===== src/rtl/ram_burst_reader_if.sv =====
// Request, RAM and output-stream signals of the burst reader in one bundle.
// The master side is the requester/RAM/sink; the slave side is the reader itself.
interface ram_burst_reader_if #(
    parameter int addr_width = 2,
    parameter int data_width = 3
);
    logic                  start;
    logic [addr_width-1:0] start_addr;
    logic [addr_width:0]   burst_len;
    logic [addr_width-1:0] ram_addr;
    logic [data_width-1:0] ram_dout;
    logic                  m_valid;
    logic                  m_ready;
    logic [data_width-1:0] m_data;
    logic                  m_last;
    logic                  busy;
    logic                  done;

    modport master (
        output start, start_addr, burst_len, ram_dout, m_ready,
        input  ram_addr, m_valid, m_data, m_last, busy, done
    );

    modport slave (
        input  start, start_addr, burst_len, ram_dout, m_ready,
        output ram_addr, m_valid, m_data, m_last, busy, done
    );
endinterface


===== src/rtl/ram_burst_reader.sv =====
// Reads a burst of consecutive words from a combinational-read RAM onto a valid/ready stream.
// Define RAM_BURST_READER_WRAP_EN to wrap the address past the top of memory instead of truncating there.
//
// state | meaning
// IDLE  | waiting for start; ram_addr holds its last value
// FETCH | register ram_dout for the current address into m_data
// SEND  | m_valid held until the sink accepts the word
// DONE  | one-cycle done pulse, then back to IDLE
module ram_burst_reader #(
    parameter int addr_width = 2,
    parameter int data_width = 3
) (
    input logic            clk,
    input logic            rst,
    ram_burst_reader_if.slave bus
);
    typedef enum logic [1:0] {
        IDLE  = 2'd0,
        FETCH = 2'd1,
        SEND  = 2'd2,
        DONE  = 2'd3
    } state_t;

    state_t                state;
    logic [addr_width-1:0] ram_addr_q;
    logic [addr_width:0]   count_q;
    logic [data_width-1:0] m_data_q;
    logic                  m_valid_q;
    logic                  m_last_q;
    logic                  busy_q;
    logic                  done_q;
    logic                  final_word;

`ifdef RAM_BURST_READER_WRAP_EN
    assign final_word = (count_q == (addr_width+1)'(1));
`else
    // The top address always ends the burst, whatever words remain.
    assign final_word = (count_q == (addr_width+1)'(1)) ||
                        (ram_addr_q == {addr_width{1'b1}});
`endif

    always_ff @(posedge clk or posedge rst) begin
        if (rst) begin
            state      <= IDLE;
            ram_addr_q <= '0;
            count_q    <= '0;
            m_data_q   <= '0;
            m_valid_q  <= 1'b0;
            m_last_q   <= 1'b0;
            busy_q     <= 1'b0;
            done_q     <= 1'b0;
        end else begin
            case (state)
                IDLE: begin
                    if (bus.start) begin
                        busy_q <= 1'b1;
                        if (bus.burst_len != '0) begin
                            ram_addr_q <= bus.start_addr;
                            count_q    <= bus.burst_len;
                            state      <= FETCH;
                        end else begin
                            done_q <= 1'b1;
                            state  <= DONE;
                        end
                    end
                end
                FETCH: begin
                    m_data_q  <= bus.ram_dout;
                    m_valid_q <= 1'b1;
                    m_last_q  <= final_word;
                    state     <= SEND;
                end
                SEND: begin
                    if (bus.m_ready) begin
                        m_valid_q <= 1'b0;
                        if (m_last_q) begin
                            m_last_q <= 1'b0;
                            done_q   <= 1'b1;
                            state    <= DONE;
                        end else begin
                            // Natural overflow gives the wrap; without wrap the top address is always final.
                            ram_addr_q <= ram_addr_q + 1'b1;
                            count_q    <= count_q - 1'b1;
                            state      <= FETCH;
                        end
                    end
                end
                DONE: begin
                    done_q <= 1'b0;
                    busy_q <= 1'b0;
                    state  <= IDLE;
                end
                default: state <= IDLE;
            endcase
        end
    end

    assign bus.ram_addr = ram_addr_q;
    assign bus.m_data   = m_data_q;
    assign bus.m_valid  = m_valid_q;
    assign bus.m_last   = m_last_q;
    assign bus.busy     = busy_q;
    assign bus.done     = done_q;
endmodule

===== src/flat_wrapper.sv =====
// flat-port wrapper written by rule: the top's interface ports become plain ports
module ram_burst_reader_flat 
#(
    parameter int addr_width = 2,
    parameter int data_width = 3
)
  (clk, rst, bus_start, bus_start_addr, bus_burst_len, bus_ram_dout, bus_m_ready, bus_ram_addr, bus_m_valid, bus_m_data, bus_m_last, bus_busy, bus_done);
  ram_burst_reader_if #(.addr_width(addr_width), .data_width(data_width)) bus_i ();
  input logic clk;
  input logic rst;
  input wire logic [$bits(bus_i.start)-1:0] bus_start;
  input wire logic [$bits(bus_i.start_addr)-1:0] bus_start_addr;
  input wire logic [$bits(bus_i.burst_len)-1:0] bus_burst_len;
  input wire logic [$bits(bus_i.ram_dout)-1:0] bus_ram_dout;
  input wire logic [$bits(bus_i.m_ready)-1:0] bus_m_ready;
  output wire logic [$bits(bus_i.ram_addr)-1:0] bus_ram_addr;
  output wire logic [$bits(bus_i.m_valid)-1:0] bus_m_valid;
  output wire logic [$bits(bus_i.m_data)-1:0] bus_m_data;
  output wire logic [$bits(bus_i.m_last)-1:0] bus_m_last;
  output wire logic [$bits(bus_i.busy)-1:0] bus_busy;
  output wire logic [$bits(bus_i.done)-1:0] bus_done;
  assign bus_i.start = bus_start;
  assign bus_i.start_addr = bus_start_addr;
  assign bus_i.burst_len = bus_burst_len;
  assign bus_i.ram_dout = bus_ram_dout;
  assign bus_i.m_ready = bus_m_ready;
  assign bus_ram_addr = bus_i.ram_addr;
  assign bus_m_valid = bus_i.m_valid;
  assign bus_m_data = bus_i.m_data;
  assign bus_m_last = bus_i.m_last;
  assign bus_busy = bus_i.busy;
  assign bus_done = bus_i.done;
  ram_burst_reader #(.addr_width(addr_width), .data_width(data_width)) u_core (.clk(clk), .rst(rst), .bus(bus_i));
endmodule

===== config.mk =====
export PLATFORM = sky130hd
export DESIGN_NAME = ram_burst_reader_flat
export DESIGN_NICKNAME = d
export VERILOG_FILES = /design/src/rtl/ram_burst_reader_if.sv /design/src/rtl/ram_burst_reader.sv /design/src/flat_wrapper.sv
export SDC_FILE = /design/constraint.sdc
export NUM_CORES = 1
export LEC_CHECK = 0
export BUFFER_PORTS_ARGS = -buffer_cell sky130_fd_sc_hd__buf_2
export CAP_MARGIN = 0
export CELL_PAD_IN_SITES_DETAIL_PLACEMENT = 1
export CELL_PAD_IN_SITES_GLOBAL_PLACEMENT = 2
export CORE_UTILIZATION = 30
export CTS_CLUSTER_DIAMETER = 150
export DETAILED_ROUTE_END_ITERATION = 8
export HOLD_SLACK_MARGIN = 0.12
export PLACE_DENSITY_LB_ADDON = 0.1
export SLEW_MARGIN = 10
export SYNTH_ARGS = -nofsm -noshare
export SYNTH_HDL_FRONTEND = slang
export SYNTH_SLANG_ARGS = --single-unit

===== constraint.sdc =====
create_clock -name clk -period 1.4 [get_ports clk]
set_input_delay 0.21 -clock clk [delete_from_list [all_inputs] [get_ports clk]]
set_output_delay 0.21 -clock clk [all_outputs]
set_load 0.05 [all_outputs]

# ---- After elaboration in Yosys (flattened, before gate mapping)
# Cells that the tools add are included.
dict set report op_classes {
  n_addsub 2
  eq_ne 11
  mux 25
  n_reduce_logical 12
}
# cell count
set op_table {}
lappend op_table {{two-way mux 2 bit} 8}
lappend op_table {{two-way mux 3 bit} 4}
lappend op_table {{AND reduction 5 bit} 2}
lappend op_table {{inequality test 2 bit, second input constant} 4}
lappend op_table {{one-hot mux 2 bit (4 select lines)} 1}
lappend op_table {{== test 2 bit, second input constant} 3}
lappend op_table {{two-way mux 1 bit} 6}
lappend op_table {{one-hot mux 1 bit (2 select lines)} 3}
lappend op_table {{one-hot mux 3 bit (2 select lines)} 1}
lappend op_table {{AND reduction 2 bit} 3}
lappend op_table {{nonzero test 2 bit} 3}
lappend op_table {{nonzero test 3 bit} 2}
lappend op_table {{inequality test 2 x 1 -> 1 bit, second input constant} 2}
lappend op_table {{one-hot mux 2 bit (2 select lines)} 1}
lappend op_table {{== test 3 x 1 -> 1 bit, second input constant} 1}
lappend op_table {{one-hot mux 1 bit (3 select lines)} 1}
lappend op_table {{subtractor 3 x 1 -> 3 bit, second input constant} 1}
lappend op_table {{adder 2 x 1 -> 2 bit, second input constant} 1}
lappend op_table {{== test 2 x 1 -> 1 bit, second input constant} 1}
lappend op_table {{logical NOT 2 bit} 1}
lappend op_table {{logical OR 1 bit} 1}
dict set report word_totals {
  register_bits 14
  in_bits 12
  out_inout_bits 9
  wordCells 58
}

# ---- Depth between registers and ports, before layout
dict set report depth {
  depth_word 4
  mapped_depth 6
  depth_no_buf 6
}

# ---- Least setup slack after synthesis
# No wires, ideal clock.
dict set report synth_timing {
  path_type {reg-to-reg}
  start {register u_core.m_last_q, in the netlist u_core.bus.m_last}
  end {register u_core.ram_addr_q[0], in the netlist u_core.bus.ram_addr[0]}
  arrival_time_ns 1.428
  slack_ns -0.170
  path_stages_with_launch 5
  n_path_buf 0
  cell_sequence {dfrtp_1 nand3b_1 a211o_1 o21ai_1 o21ai_1}
}
dict set report synth_via {
  elab_chain_cells 2
}
# element line
set synth_lines {}
lappend synth_lines {{from (decl)} ram_burst_reader.sv:29} ;# logic m_last_q;
lappend synth_lines {{from (signal assigned)} ram_burst_reader.sv:70} ;# m_last_q <= final_word;
lappend synth_lines {{inequality test 2 bit (no source line)} --}
lappend synth_lines {{AND reduction 5 bit (no source line)} --}
lappend synth_lines {{to (signal assigned)} ram_burst_reader.sv:58} ;# ram_addr_q <= bus.start_addr;
lappend synth_lines {{to (signal assigned)} ram_burst_reader.sv:82} ;# ram_addr_q <= ram_addr_q + 1'b1;
lappend synth_lines {{to (decl)} ram_burst_reader.sv:25} ;# logic [addr_width-1:0] ram_addr_q;
# No other way between the ends.
# A chain may end at the register's enable or synchronous reset.

# ---- Final worst setup path
dict set report layout_timing {
  start {register u_core.state[1]}
  end {register u_core.count_q[2]}
}
dict set report layout_via {
  elab_chain_cells 3
  elab_cells_between_ends 9
  classes_between {eq/ne: 5; mux: 1; reduce/logical: 3}
}
# element line
set layout_lines {}
lappend layout_lines {{from (decl)} ram_burst_reader.sv:24} ;# state_t state;
lappend layout_lines {{from (signal assigned)} ram_burst_reader.sv:44} ;# state <= IDLE;
lappend layout_lines {{from (signal assigned)} ram_burst_reader.sv:60} ;# state <= FETCH;
lappend layout_lines {{from (signal assigned)} ram_burst_reader.sv:63} ;# state <= DONE;
lappend layout_lines {{== test 2 bit or logical NOT 2 bit (tied branches)} ram_burst_reader.sv:53} ;# case (state)
lappend layout_lines {{inequality test 2 bit (no source line) (tied with other cells)} --}
lappend layout_lines {{AND reduction 5 bit (no source line)} --}
lappend layout_lines {{to (signal assigned)} ram_burst_reader.sv:59} ;# count_q <= bus.burst_len;
lappend layout_lines {{to (signal assigned)} ram_burst_reader.sv:83} ;# count_q <= count_q - 1'b1;
lappend layout_lines {{to (decl)} ram_burst_reader.sv:26} ;# logic [addr_width:0] count_q;
# Parallel ways exist; a longest one is shown, timed or not.

==> results.md <==
* CORE AREA at 2280 sq um
* Slew Viols, Final at 0
* Crit-path cells: buf_4 > nor2b_1 > buf_4 > nand3_1 > o21ai_0 > a21oi_1
* Worst hold slack at 0.145 ns
* CP max stage cell: dfrtp_2
* Total of max-cap violations at 0
* Clock Pin Slew Worst Setup and Hold Paths at 0.09 ns
* Number of nets in the layout at 119
* Clk_lat worst skew at 0.28 ns
* Vias at 636
* Yosys warning total at 0
* Antenna Cells at 0
* DR pass1 iterations at 3
* WP buf/inv at 2
* Core Rows at 17
* Critical Path RT at 1.60 ns
* Critical Path Start Type: register
* Outcome: completed
* Mux cell area share after synthesis at 5.93%
* Tcrit/Tclk final at 96.8%
* Kind of critical path: reg2reg
* Setup violators final at 0
* Layout cell share with drive strength beyond 1 at 36.9%
* Htree depth at 1
* Slew HR at 63.5%
* Register bit total from synthesis at 14
* Final ANT Viol Nets at 0
* Gpl congestion at 0.686
* Critical Path Most Common Cell: buf_4
* Post-Synth Adder-Cell Area at 5.08%
* Num CTS Buffers at 3
* Largest net degree at the start of global routing at 15
* Post-Synth XOR/XNOR Area at 0%
* Drt drc at 0
* Mapped Cells at 74
* Global-route wire length before repair at 2.95 mm
* Max Freq at 0.738 GHz
* Post-Syn Area at 738 sq um
* GRT overflow at 0
* Largest family of logic cells by synthesized area: compound AO/OA/AOI/OAI gates
* Dpl hpwl at 1.35 mm
* IO Port Bufs at 20
* Worst path top cell family by delay: flip-flops
* Initial DRC count at 5
* Post-route cell area at 976 sq um
* Worst-Margin Slew at 0.547 ns
* Sink Count at 14
* Layout Utilization at 42.9%
* Hold WC Path Type: in2reg
* Die width at 51.6 um
* Wire per inst at 13.0 um
* Peak VDD IR at 1020 uV
* Synthesis-to-finish area growth at 32.2%
* Arrival time of the worst setup path at 1.56 ns
* Slowest stage delay, CP at 0.46 ns
* Post-Synth Simple-Gate Area at 14.6%
* Fillcell total at 277
* Initial Util at 32.4%
* Via-per-instance ratio at 4.85
* Sequential fraction of the synthesis area at 47.5%
* Initial antenna violation count at 0
* Min cycle time layout at 1.35 ns
* Cell Pwr Density at 2600 nW/um^2
* CTS root buffer: clkbuf_4
* CP endpoint kind: register
* Setup TNS at 0 ns
* Synth Area per Inst at 9.98 sq um
* Die area at 2660 sq um
* Leak at 0.455 nW
* Gr usage total at 15.1%
* Clk_skew at 0.00819 ns
* Compound-Gate Fraction of Synth Area at 22.0%
* Mapped Nets at 89
* DIE HEIGHT at 51.6 um
* Vias in the first global route at 636
* IO Pins at 21
* Most frequent cells in the layout: buf_2 (20), dfrtp_1 (12), o21ai_1 (11)
* Max FO, Critical Path at 7
* Count of different cell masters after synthesis at 27
* CTS tree: built
* Leading cell type in the layout, fill and taps excluded: buf_2
* RSZ-0062 raised after global routing: true
* Fin. Hold Viols at 0
* DRT Wirelength at 1.70 mm
* Max Root-Sink Buffers at 2
* DP Area at 906 sq um
[stage by stage]
step                cells  worst slack [ns]  total power [mW]
finish                131            0.0451              2.54
global route          131           -0.0276              2.74
CTS                   130           0.00988              2.53
detailed placement    125            0.0212              2.23
global placement      125            0.0637              2.19
floorplan              74           -0.0111              1.82
[power breakdown]
part           internal, mW  switching [mW]  total [mW]  leakage (nW)
Sequential            0.614           0.172       0.786         0.164
Combinational         0.511           0.954        1.46         0.270
Clock                 0.158           0.130       0.288        0.0210
[timing repair]
item,CTS,global route
hold endpoints to repair,14,0
endpoints found under the setup margin,0,6
setup buffers,0,1
hold buffers,1,0
gates resized for setup,0,4
[state kept, by name (all words and copies together), names as in the netlist]
signal,cells
u_core.bus.ram_addr,2
u_core.bus.m_data,3
u_core.bus.done,1
u_core.bus.m_last,1
u_core.state,2
u_core.count_q,3
u_core.bus.m_valid,1
u_core.bus.busy,1
[cells in the mapped netlist, drive strengths merged]
cell,number,area (sq um)
nor2b,3,18.8
o22ai,1,6.26
a32oi,1,8.76
nand2b,1,6.26
mux2i,1,10.0
a211oi,1,20.0
buf,1,5.00
nor4,1,21.3
or2b,1,7.51
nand3,1,5.00
nand3b,1,7.51
dfrtp,14,350
nor2,1,3.75
o21ai,12,60.1
o2bb2ai,1,8.76
ha,3,37.5
a21oi,7,35.0
clkbuf,2,8.75
o211ai,2,15.0
a211o,1,8.76
mux2,3,33.8
and2b,1,7.51
nand2,8,30.0
inv,6,22.5
[path summary, 6_finish.rpt]
check | endpoint | depth (start not counted) | slack [ns] | start
worst max-delay path | u_core.count_q[2] | 6 | 0.05 | u_core.state[1]
worst min-delay path | u_core.bus.m_data[2] | 2 | 0.14 | bus_ram_dout[2]
worst max register to register | u_core.count_q[2] | 6 | 0.05 | u_core.state[1]
worst min register to register | u_core.bus.m_data[2] | 1 | 0.49 | u_core.bus.m_data[2]
max in group asynchronous | u_core.bus.m_last | 3 | 0.50 | rst
min in group asynchronous | u_core.state[0] | 3 | 0.52 | rst
[worst reg2reg max path, stage by stage (launching register included)]
cell and delay [ns]:
dfrtp_2 0.46, buf_4 0.16, nor2b_1 0.12, buf_4 0.17, nand3_1 0.09, o21ai_0 0.11
a21oi_1 0.17
[kinds of logic (layout without fill, tap and decap cells)]
kind of cell,after synthesis,in the layout
compound gates,26,26
simple gates,18,18
flops,14,14
buf+inv,9,38
mux,4,4
fa+ha+maj,3,3
[cell type report]
class                      count  area, sq um  share of cell area, %
multi-input combinational     51          367                   37.6
clock buffer                   4         36.3                   3.72
sequential                    14          353                   36.2
timing repair buffer          28          163                   16.7
tap                           28         35.0                   3.59
inverter                       6         22.5                   2.31
[routing by layer]
layer / routed length (um) / part of all wire [%] / GRT usage (%) / up-vias
met5: 0 / 0 / 0 / -
met4: 0 / 0 / 2.70 / 0
met3: 73 / 4.3 / 5.26 / 0
met2: 779 / 46 / 23.2 / 14
met1: 851 / 50 / 20.7 / 306
li1: - / - / - / 316
No activity file was read; power rests on OpenSTA's default activity.
